**src/rtl/esm_pkg.sv**
```systemverilog
// Shared ESM constants, slot-width helper and slot-index type.
package esm_pkg;

    localparam logic [31:0] ESM_NOP        = 32'h0000_0013;
    localparam int          ESM_BS_DEFAULT = 16;

    function automatic int bs_bits(input int n);
        return (n <= 2) ? 1 : $clog2(n);
    endfunction

    typedef logic [bs_bits(ESM_BS_DEFAULT)-1:0] slot_idx_t;

endpackage

```
**src/rtl/esm_age_select.sv**
```systemverilog
// Rotating priority encoder: first set request at or after start, wrapping.
module esm_age_select
    import esm_pkg::*;
#(
    parameter int N = 16,
    parameter int W = bs_bits(N)
) (
    input  logic [0:N-1] req,
    input  logic [W-1:0] start,
    output logic         found,
    output logic [W-1:0] idx
);

    logic [W-1:0] k;

    // N is a power of two, so the W-bit sum wraps naturally
    always_comb begin
        found = 1'b0;
        idx   = '0;
        k     = '0;
        for (int unsigned i = 0; i < N; i++) begin
            k = start + W'(i);
            if (!found && req[k]) begin
                found = 1'b1;
                idx   = k;
            end
        end
    end

endmodule

```
**src/rtl/esm_issue_window.sv**
```systemverilog
// Circular instruction window: allocates at tail, feeds the dependency core,
// issues the oldest eligible entry and frees slots on completion.
module esm_issue_window
    import esm_pkg::*;
#(
    parameter int Instruction_word_size = 32,
    parameter int bs                    = 16,
    parameter int ELIG_DELAY            = 2
) (
    input  logic                             clk,
    input  logic                             rst,
    input  logic                             in_valid,
    output logic                             in_ready,
    input  logic [Instruction_word_size-1:0] in_instr,
    input  logic                             in_regwrite,
    input  logic                             in_alusrc,
    output logic [$clog2(bs)-1:0]            ida_buffer_index,
    output logic [Instruction_word_size-1:0] ida_instr,
    output logic                             ida_regwrite,
    output logic                             ida_alusrc,
    output logic [0:bs-1]                    valid_entries,
    input  logic [0:bs-1]                    independent_instr,
    output logic                             issue_valid,
    input  logic                             issue_ready,
    output logic [$clog2(bs)-1:0]            issue_index,
    output logic [Instruction_word_size-1:0] issue_instr,
    input  logic                             complete_valid,
    input  logic [$clog2(bs)-1:0]            complete_index
);

    localparam int W  = bs_bits(bs);
    localparam int SW = (ELIG_DELAY < 1) ? 1 : $clog2(ELIG_DELAY + 1);

    logic [0:bs-1]                    valid;
    logic [0:bs-1]                    issued;
    logic [SW-1:0]                    settle     [bs];
    logic [Instruction_word_size-1:0] slot_instr [bs];
    logic [W-1:0]                     tail;
    logic [0:bs-1]                    eligible;
    logic                             found;
    logic [W-1:0]                     pick;
    logic                             accept;
    logic                             complete_hit;
    logic                             issue_load;

    assign in_ready         = !rst && !valid[tail];
    assign accept           = in_valid && in_ready;
    assign complete_hit     = complete_valid && valid[complete_index] && issued[complete_index];
    assign issue_load       = !issue_valid || issue_ready;
    assign valid_entries    = valid;
    assign ida_buffer_index = tail;

    always_comb begin
        ida_instr    = Instruction_word_size'(ESM_NOP);
        ida_regwrite = 1'b0;
        ida_alusrc   = 1'b1;
        if (accept) begin
            ida_instr    = in_instr;
            ida_regwrite = in_regwrite;
            ida_alusrc   = in_alusrc;
        end
    end

    always_comb begin
        eligible = '0;
        for (int unsigned i = 0; i < bs; i++) begin
            eligible[i] = valid[i] & ~issued[i] & (settle[i] == SW'(ELIG_DELAY))
                        & independent_instr[i];
        end
    end

    // Scanning from tail visits entries oldest-first since allocation never skips a slot
    esm_age_select #(
        .N(bs),
        .W(W)
    ) u_age_select (
        .req  (eligible),
        .start(tail),
        .found(found),
        .idx  (pick)
    );

    always_ff @(posedge clk) begin
        if (rst) begin
            valid       <= '0;
            issued      <= '0;
            tail        <= '0;
            issue_valid <= 1'b0;
            issue_index <= '0;
            issue_instr <= '0;
            for (int unsigned i = 0; i < bs; i++) begin
                settle[i] <= '0;
            end
        end else begin
            for (int unsigned i = 0; i < bs; i++) begin
                if (settle[i] != SW'(ELIG_DELAY)) begin
                    settle[i] <= settle[i] + 1'b1;
                end
            end
            if (accept) begin
                valid[tail]  <= 1'b1;
                issued[tail] <= 1'b0;
                settle[tail] <= '0;
                tail         <= tail + 1'b1;
            end
            if (complete_hit) begin
                valid[complete_index]  <= 1'b0;
                issued[complete_index] <= 1'b0;
            end
            if (issue_load) begin
                issue_valid <= found;
                if (found) begin
                    issue_index  <= pick;
                    issue_instr  <= slot_instr[pick];
                    issued[pick] <= 1'b1;
                end
            end
        end
    end

    always_ff @(posedge clk) begin
        if (accept) begin
            slot_instr[tail] <= in_instr;
        end
    end

endmodule

```
**config.mk**
```make
export PLATFORM = sky130hd
export DESIGN_NAME = esm_issue_window
export DESIGN_NICKNAME = d
export VERILOG_FILES = /design/src/rtl/esm_pkg.sv /design/src/rtl/esm_age_select.sv /design/src/rtl/esm_issue_window.sv
export SDC_FILE = /design/constraint.sdc
export NUM_CORES = 1
export LEC_CHECK = 0
export BUFFER_PORTS_ARGS = -buffer_cell sky130_fd_sc_hd__buf_4
export CORE_UTILIZATION = 30
export DETAILED_ROUTE_END_ITERATION = 12
export GPL_TIMING_DRIVEN = 0
export MAX_ROUTING_LAYER = met4
export PLACE_DENSITY = 0.52
export SYNTH_ARGS = -nofsm -noshare
export SYNTH_HDL_FRONTEND = slang
export SYNTH_HIERARCHICAL = 1
export SYNTH_SLANG_ARGS = --single-unit
```
**constraint.sdc**
```tcl
create_clock -name clk -period 11.1 [get_ports clk]
set_input_delay 0 -clock clk [delete_from_list [all_inputs] [get_ports clk]]
set_output_delay 0 -clock clk [all_outputs]
set_load 0.05 [all_outputs]
```
==> reports/metrics.cfg, run 1 <==
[status]
status=complete, no violations

[pwr]
ir_drop_mv=0.1113
leakage_uw=0.01089
power_density_nw_per_um2=195.8

[layout]
finalNetCount=2000
n_fill_cell=8419
finalInstanceArea_um2=32340
syn_to_final_growth_pct=20.64
drive_gt1_share_pct=27.43

[timing]
fin_ws_ps=1491
fin_crit_sh_pct=86.57
relSlewSlack_pct=21.57
worst_pin_slew_ps=1174
finalSetupViolations=0
tns_ps=0
hold_viol=0
fmax_ghz=0.1041
clock_skew_ps=21.99
slew_violations=0
grt_setup_unrepaired=false
layout_min_cycle_time_ps=9609
whs_ps=72.64

[clocking]
cts_inserted_buffers=60
clock_sinks=617
insertion_delay_ps=620
root_buffer=clkbuf_16
cts.htree.levels=2
clockBufferDepth=3
cts_tree=yes
cts.clk_slew.worst_paths_ps=60
cts_setup_buffers=0

[drt]
wl_um=79220
detail_route.wl_per_cell_um=25.33
dr.pass1.iters=6
ant_nets=0
drt_iter0_markers=1288
viasPerCell=5.219
via_count=16324
drcViolationCount=0

[yosys]
ys.flop_type=edfxtp_1
syn_area_per_cell_um2=16.52
ys_ff_latch=617
synth_seq_area_share_pct=65.20
synth_xor_area_share_pct=0.8776
syn_area_um2=26800
synth-compound-area-share_pct=7.249
synth_nets=1709
muxShareOfSynthArea_pct=16.65
yosys.area_share.adder_pct=1.260
netlist_instances=1623
synthSimpleGateAreaFrac_pct=6.568
synth-edff-count=512
ys_async_sr_fraction_pct=0
ys_warn_count=6
synth_top_family_by_area=multiplexers
synth_cell_types=77

[placed_design]
io_buffer_count=148
place_ws_ps=1460
gp_congestion=0.9192
place_hpwl_um=55980
dpl_cell_area_um2=30020

[global_route]
grt-ovfl-total=0
grt_use_met2_pct=29.58
grt_pass1_vias=16716
grt_max_degree=23
antenna_found_initial=6
grt_pass1_wl_um=115000
grt_usage_pct=17.95
grt_busiest_layer=met2
grt_use_met3_pct=2.720
grt_use_met1_pct=22.92

[critical_path]
critPathMaxFanout=10
crit_required_ps=11570
start_kind=register
r2r-start=ida_buffer_index[1]
crit_type=register to register
regToRegSetupSlack_ps=1490
r2r_cells=21
critPathCaptureType=register
arrival_ps=10070
r2r-end=issue_instr[5]

[die]
rows=109
die_w_um=300.9
die_h_um=300.9
dieArea_um2=90550
core_region_area_um2=88370
start_util_pct=30.33
ios=151

[flow_run]
max_cap_viol_count=0

[worst_hold_path]
hold_path_depth=5
hold_path_end=ida_buffer_index[2]
worstHoldStart=rst
hold_path_class=input port to register

[layout by cell type (no fill, tap or decap), types with 12 or more instances in the layout]
| cell type | Yosys | routed |
|---|---|---|
| clkbuf_1 | 60 | 73 |
| o21ai_0 | 46 | 46 |
| nor2_1 | 60 | 60 |
| clkinv_2 | 0 | 13 |
| clkbuf_16 | 0 | 61 |
| ha_1 | 27 | 27 |
| buf_6 | 7 | 37 |
| mux2_2 | 18 | 18 |
| and2_1 | 49 | 41 |
| nand2b_1 | 13 | 13 |
| nor3_1 | 21 | 21 |
| nor3b_1 | 19 | 12 |
| and4b_1 | 16 | 16 |
| xor2_1 | 18 | 18 |
| buf_4 | 1 | 150 |
| dfxtp_1 | 105 | 105 |
| nand2_1 | 76 | 76 |
| dlygate4sd3_1 | 0 | 37 |
| buf_2 | 27 | 27 |
| mux2i_1 | 38 | 38 |
| a32o_1 | 12 | 12 |
| edfxtp_1 | 512 | 512 |
| a22o_1 | 73 | 73 |
| mux4_2 | 167 | 167 |
| a21oi_1 | 81 | 81 |
| inv_1 | 30 | 30 |
[critical path: stages (launching register included)]
cell      delay (ps)
dfxtp_1          710
clkbuf_1         490
clkbuf_1         500
clkinv_1         520
ha_1             460
buf_2            210
clkbuf_1         490
mux4_2           470
mux2i_1          570
mux2i_1          290
nor4b_4          400
nand3_2          240
or4_1            560
buf_2            170
o221ai_1         380
buf_2            310
clkbuf_1         710
clkbuf_1         760
mux4_2           410
a22o_1           200
o21ai_0          450
a21oi_1          120
[sequential cells by signal, indices dropped and copies added, names as in the netlist]
| signal | flops |
|---|---|
| valid_entries | 16 |
| issue_valid | 1 |
| slot_instr | 512 |
| ida_buffer_index | 4 |
| issued | 16 |
| settle | 32 |
| issue_index | 4 |
| issue_instr | 32 |
[worst max path at each step]
stage	start	to	cells past startpoint
6_report	ida_buffer_index[1]	issue_instr[5]	21
5_1_grt	ida_buffer_index[1]	issue_instr[5]	21
4_1_cts	ida_buffer_index[1]	issue_instr[5]	21
3_5_place_dp	ida_buffer_index[1]	issue_instr[5]	21
3_3_place_gp	ida_buffer_index[1]	issue_instr[5]	21
2_1_floorplan	ida_buffer_index[1]	issue_instr[7]	20
[layer usage]
| metal | up-vias | routed length (um) |
|---|---|---|
| met2 | 580 | 39130 |
| met3 | 147 | 4483 |
| met1 | 8465 | 33500 |
| li1 | 7132 | - |
| met5 | - | 0 |
| met4 | 0 | 2103 |
[layout make-up]
class | count | area (um2) | area share, %
Antenna cell | 2 | 5.005 | 0.01548
Tap cell | 1165 | 1458 | 4.508
Clock buffer | 78 | 1624 | 5.022
Inverter | 31 | 116.4 | 0.3599
Buffer | 97 | 470.5 | 1.455
Timing Repair Buffer | 229 | 2077 | 6.423
Sequential cell | 617 | 17480 | 54.05
Multi-Input combinational cell | 878 | 8792 | 27.19
Clock inverter | 31 | 316.6 | 0.9790
[through the flow]
step / util (%) / std cells / power, uW
6_report: 36.59 / 3128 / 6332
5_1_grt: 36.59 / 3128 / 6588
4_1_cts: 36.58 / 3126 / 6394
3_5_place_dp: 33.97 / 2980 / 4359
3_3_place_gp: 33.24 / 2936 / 4331
2_1_floorplan: - / 1623 / 3798
[kinds of logic (layout without fill, tap and decap cells)]
| kind of cell | after synthesis | after routing |
|---|---|---|
| AO/OA/AOI/OAI | 280 | 280 |
| XOR/XNOR | 26 | 26 |
| adder cells (fa/ha/maj) | 27 | 27 |
| buffers and inverters | 128 | 466 |
| flip-flops | 617 | 617 |
| multiplexers | 228 | 228 |
| other | 0 | 2 |
| AND/OR/NAND/NOR | 317 | 317 |
[Yosys cell counts (all sizes together), types with 4 or more instances]
cell type,n,share of area (%)
or2,10,0.23
nor3,22,0.45
mux2i,38,1.4
o22ai,5,0.12
nor2,61,0.86
inv,30,0.42
nand2,76,1.1
a21oi,81,1.5
mux2,19,0.81
a22o,73,2.4
dfxtp,105,7.8
a211oi,11,0.31
a31oi,4,0.093
clkbuf,60,0.84
o211ai,5,0.14
nor3b,21,0.63
and4b,16,0.60
ha,27,1.3
buf,37,0.91
and2,49,1.1
and3,10,0.23
xnor2,8,0.29
mux4,171,14
a311oi,9,0.29
edfxtp,512,57
nor2b,10,0.23
xor2,18,0.59
o21ai,48,0.90
a32o,12,0.45
nand2b,13,0.30
nand3,12,0.24
[where the power goes]
group	switching, uW	leakage [uW]	total, uW	internal [uW]
Combinational	984	0.00446	1590	603
Sequential	83.9	0.00547	2720	2630
Clock	862	0.000958	2030	1170
Total	1930	0.0109	6330	4400
[timing repair]
| action | 4_1_cts | 5_1_grt |
|---|---|---|
| hold buffers | 37 | 0 |
| hold endpoints to repair | 531 | 0 |
| resized for setup | 0 | 0 |
Power figures use the tool's default switching activity.
==> run 2: changes to the inputs <==
BUFFER_PORTS_ARGS = unset   (was -buffer_cell sky130_fd_sc_hd__buf_4)
DONT_BUFFER_PORTS = 1   (was unset)
PLACE_DENSITY = 0.51   (was 0.52)
==> reports/metrics.cfg, run 2 (synthesis results as in run 1) <==
[timing]
finalSetupViolations=0
worst_pin_slew_ps=1159
slew_violations=0
clock_skew_ps=44.16
fin_crit_sh_pct=86.69
layout_min_cycle_time_ps=9623
fmax_ghz=0.1039
grt_setup_unrepaired=false
hold_viol=0
relSlewSlack_pct=22.40
tns_ps=0

[critical_path]
critPathCaptureType=register
r2r-start=ida_buffer_index[1]
crit_type=register to register
startpoint=ida_buffer_index[1]
regToRegSetupSlack_ps=1480
r2r-end=issue_instr[5]
arrival_ps=10110
r2r_cells=21
start_kind=register
crit_required_ps=11590
critPathMaxFanout=10

[placed_design]
dp.cells=2833
dpl_cell_area_um2=28950
gp_congestion=0.8925
place_hpwl_um=56290
io_buffer_count=0

[drt]
drt_iter0_markers=1192
viasPerCell=5.249
dr.pass1.iters=5
drcViolationCount=0
detail_route.wl_per_cell_um=27.10
wl_um=81200
via_count=15725
ant_nets=0

[pwr]
switchingPower_uw=1951
seqPwrFrac_pct=45.6
internal_power_uw=4366
power_frac_comb_pct=21.1
power_density_nw_per_um2=201.2
ir_drop_mv=0.1483
leakage_uw=0.01021
pwr-share-clk_pct=33.2
switching_share_pct=30.88

[clocking]
root_buffer=clkbuf_16
cts.htree.levels=2
holdBufCountCts=42
cts_setup_buffers=0
insertion_delay_ps=650
cts.clk_slew.worst_paths_ps=60
cts_tree=yes
clock_sinks=617
cts_inserted_buffers=61
clockBufferDepth=3
cts_resized=0

[global_route]
grt_max_degree=23
antenna_found_initial=8
grt-ovfl-total=0
grt_pass1_wl_um=116300
grt_pass1_vias=16034
grt_usage_pct=18.40

[layout]
finalNetCount=1859
layout_commonest_cell=edfxtp_1
final_cell_mix=512 x edfxtp_1, 167 x mux4_2, 105 x dfxtp_1
register_area_um2=17480
largestRegisters=slot_instr x512, issue_instr x32, settle x32
largest_register_ff_count=512
drive_gt1_share_pct=21.33
finalInstanceArea_um2=31400
syn_to_final_growth_pct=17.16
n_fill_cell=8402
multi_input_area_um2=8792
top_register=slot_instr
stdcell_count=2996

[die]
die_w_um=300.9
ios=151
start_util_pct=30.33
dieArea_um2=90550
core_region_area_um2=88370
rows=109
die_h_um=300.9

[status]
status=complete, no violations

[worst_hold_path]
hold_path_end=issued[11]
hold_path_depth=4
worstHoldStart=complete_index[3]
hold_path_class=input port to register

[flow_run]
max_cap_viol_count=0

## run 2: changes by cell type in the layout (fill, tap and decap cells not counted), moves of 3 or more
| cell | before | now |
|---|---|---|
| clkinv_1 | 9 | 16 |
| buf_4 | 150 | 1 |
| diode_2 | 2 | 7 |
| dlygate4sd3_1 | 37 | 42 |
| clkinv_2 | 13 | 10 |
## run 2: power groups by stage
stage | registers [uW] | logic, uW | clock network, uW
finish | 2880 | 1340 | 2100
global route | 2900 | 1450 | 2230
CTS | 2890 | 1360 | 2150
detailed placement | 2940 | 1310 | 0
global placement | 2930 | 1300 | 0
floorplan | 2900 | 903 | 0
## run 2: metrics by stage
step	setup slack, ps	util (%)	hold WS [ps]	total power (uW)
4_1_cts	1336	35.52	111.6	6395
3_5_place_dp	1356	32.75	99.63	4248
5_1_grt	1003	35.53	185.5	6588
2_1_floorplan	4604	-	98.87	3798
6_report	1477	35.53	170.1	6317
3_3_place_gp	1301	31.98	99.75	4232
## run 2: worst max path at each step
stage	endpoint	slack [ps]
floorplan	issue_instr[7]	4600
global placement	issue_instr[5]	1300
detailed placement	issue_instr[5]	1360
CTS	issue_instr[5]	1340
global route	issue_instr[5]	1000
finish	issue_instr[5]	1480
## run 2: metal layers
metal  wire, um  track usage [%]  share of wire, %
met5          0                -                 0
met4       1879            4.508               2.3
met3       5354            3.990               6.6
met2      39920            30.24                49
met1      34050            23.03                42
## run 2: area by class of cell
cell class	instances	area share, %
clock inverters	39	1.375
flip-flops and latches	617	55.65
clock buffers	75	5.060
multi-input cells	878	28.00
plain buffers	97	1.498
diodes	7	0.05578
well taps	1165	4.642
inverters	31	0.3705
repair buffers	87	3.351
## run 2: critical path: stages, from the launching register on
cell      delay, ps
dfxtp_1         970
clkbuf_1        480
clkbuf_1        500
clkinv_1        470
ha_1            410
buf_2           210
clkbuf_1        600
mux4_2          490
mux2i_1         570
mux2i_1         290
nor4b_4         380
nand3_2         200
or4_1           540
buf_2           170
o221ai_1        200
buf_2           320
clkbuf_1        730
clkbuf_1        720
mux4_2          410
a22o_1          200
o21ai_0         430
a21oi_1         120
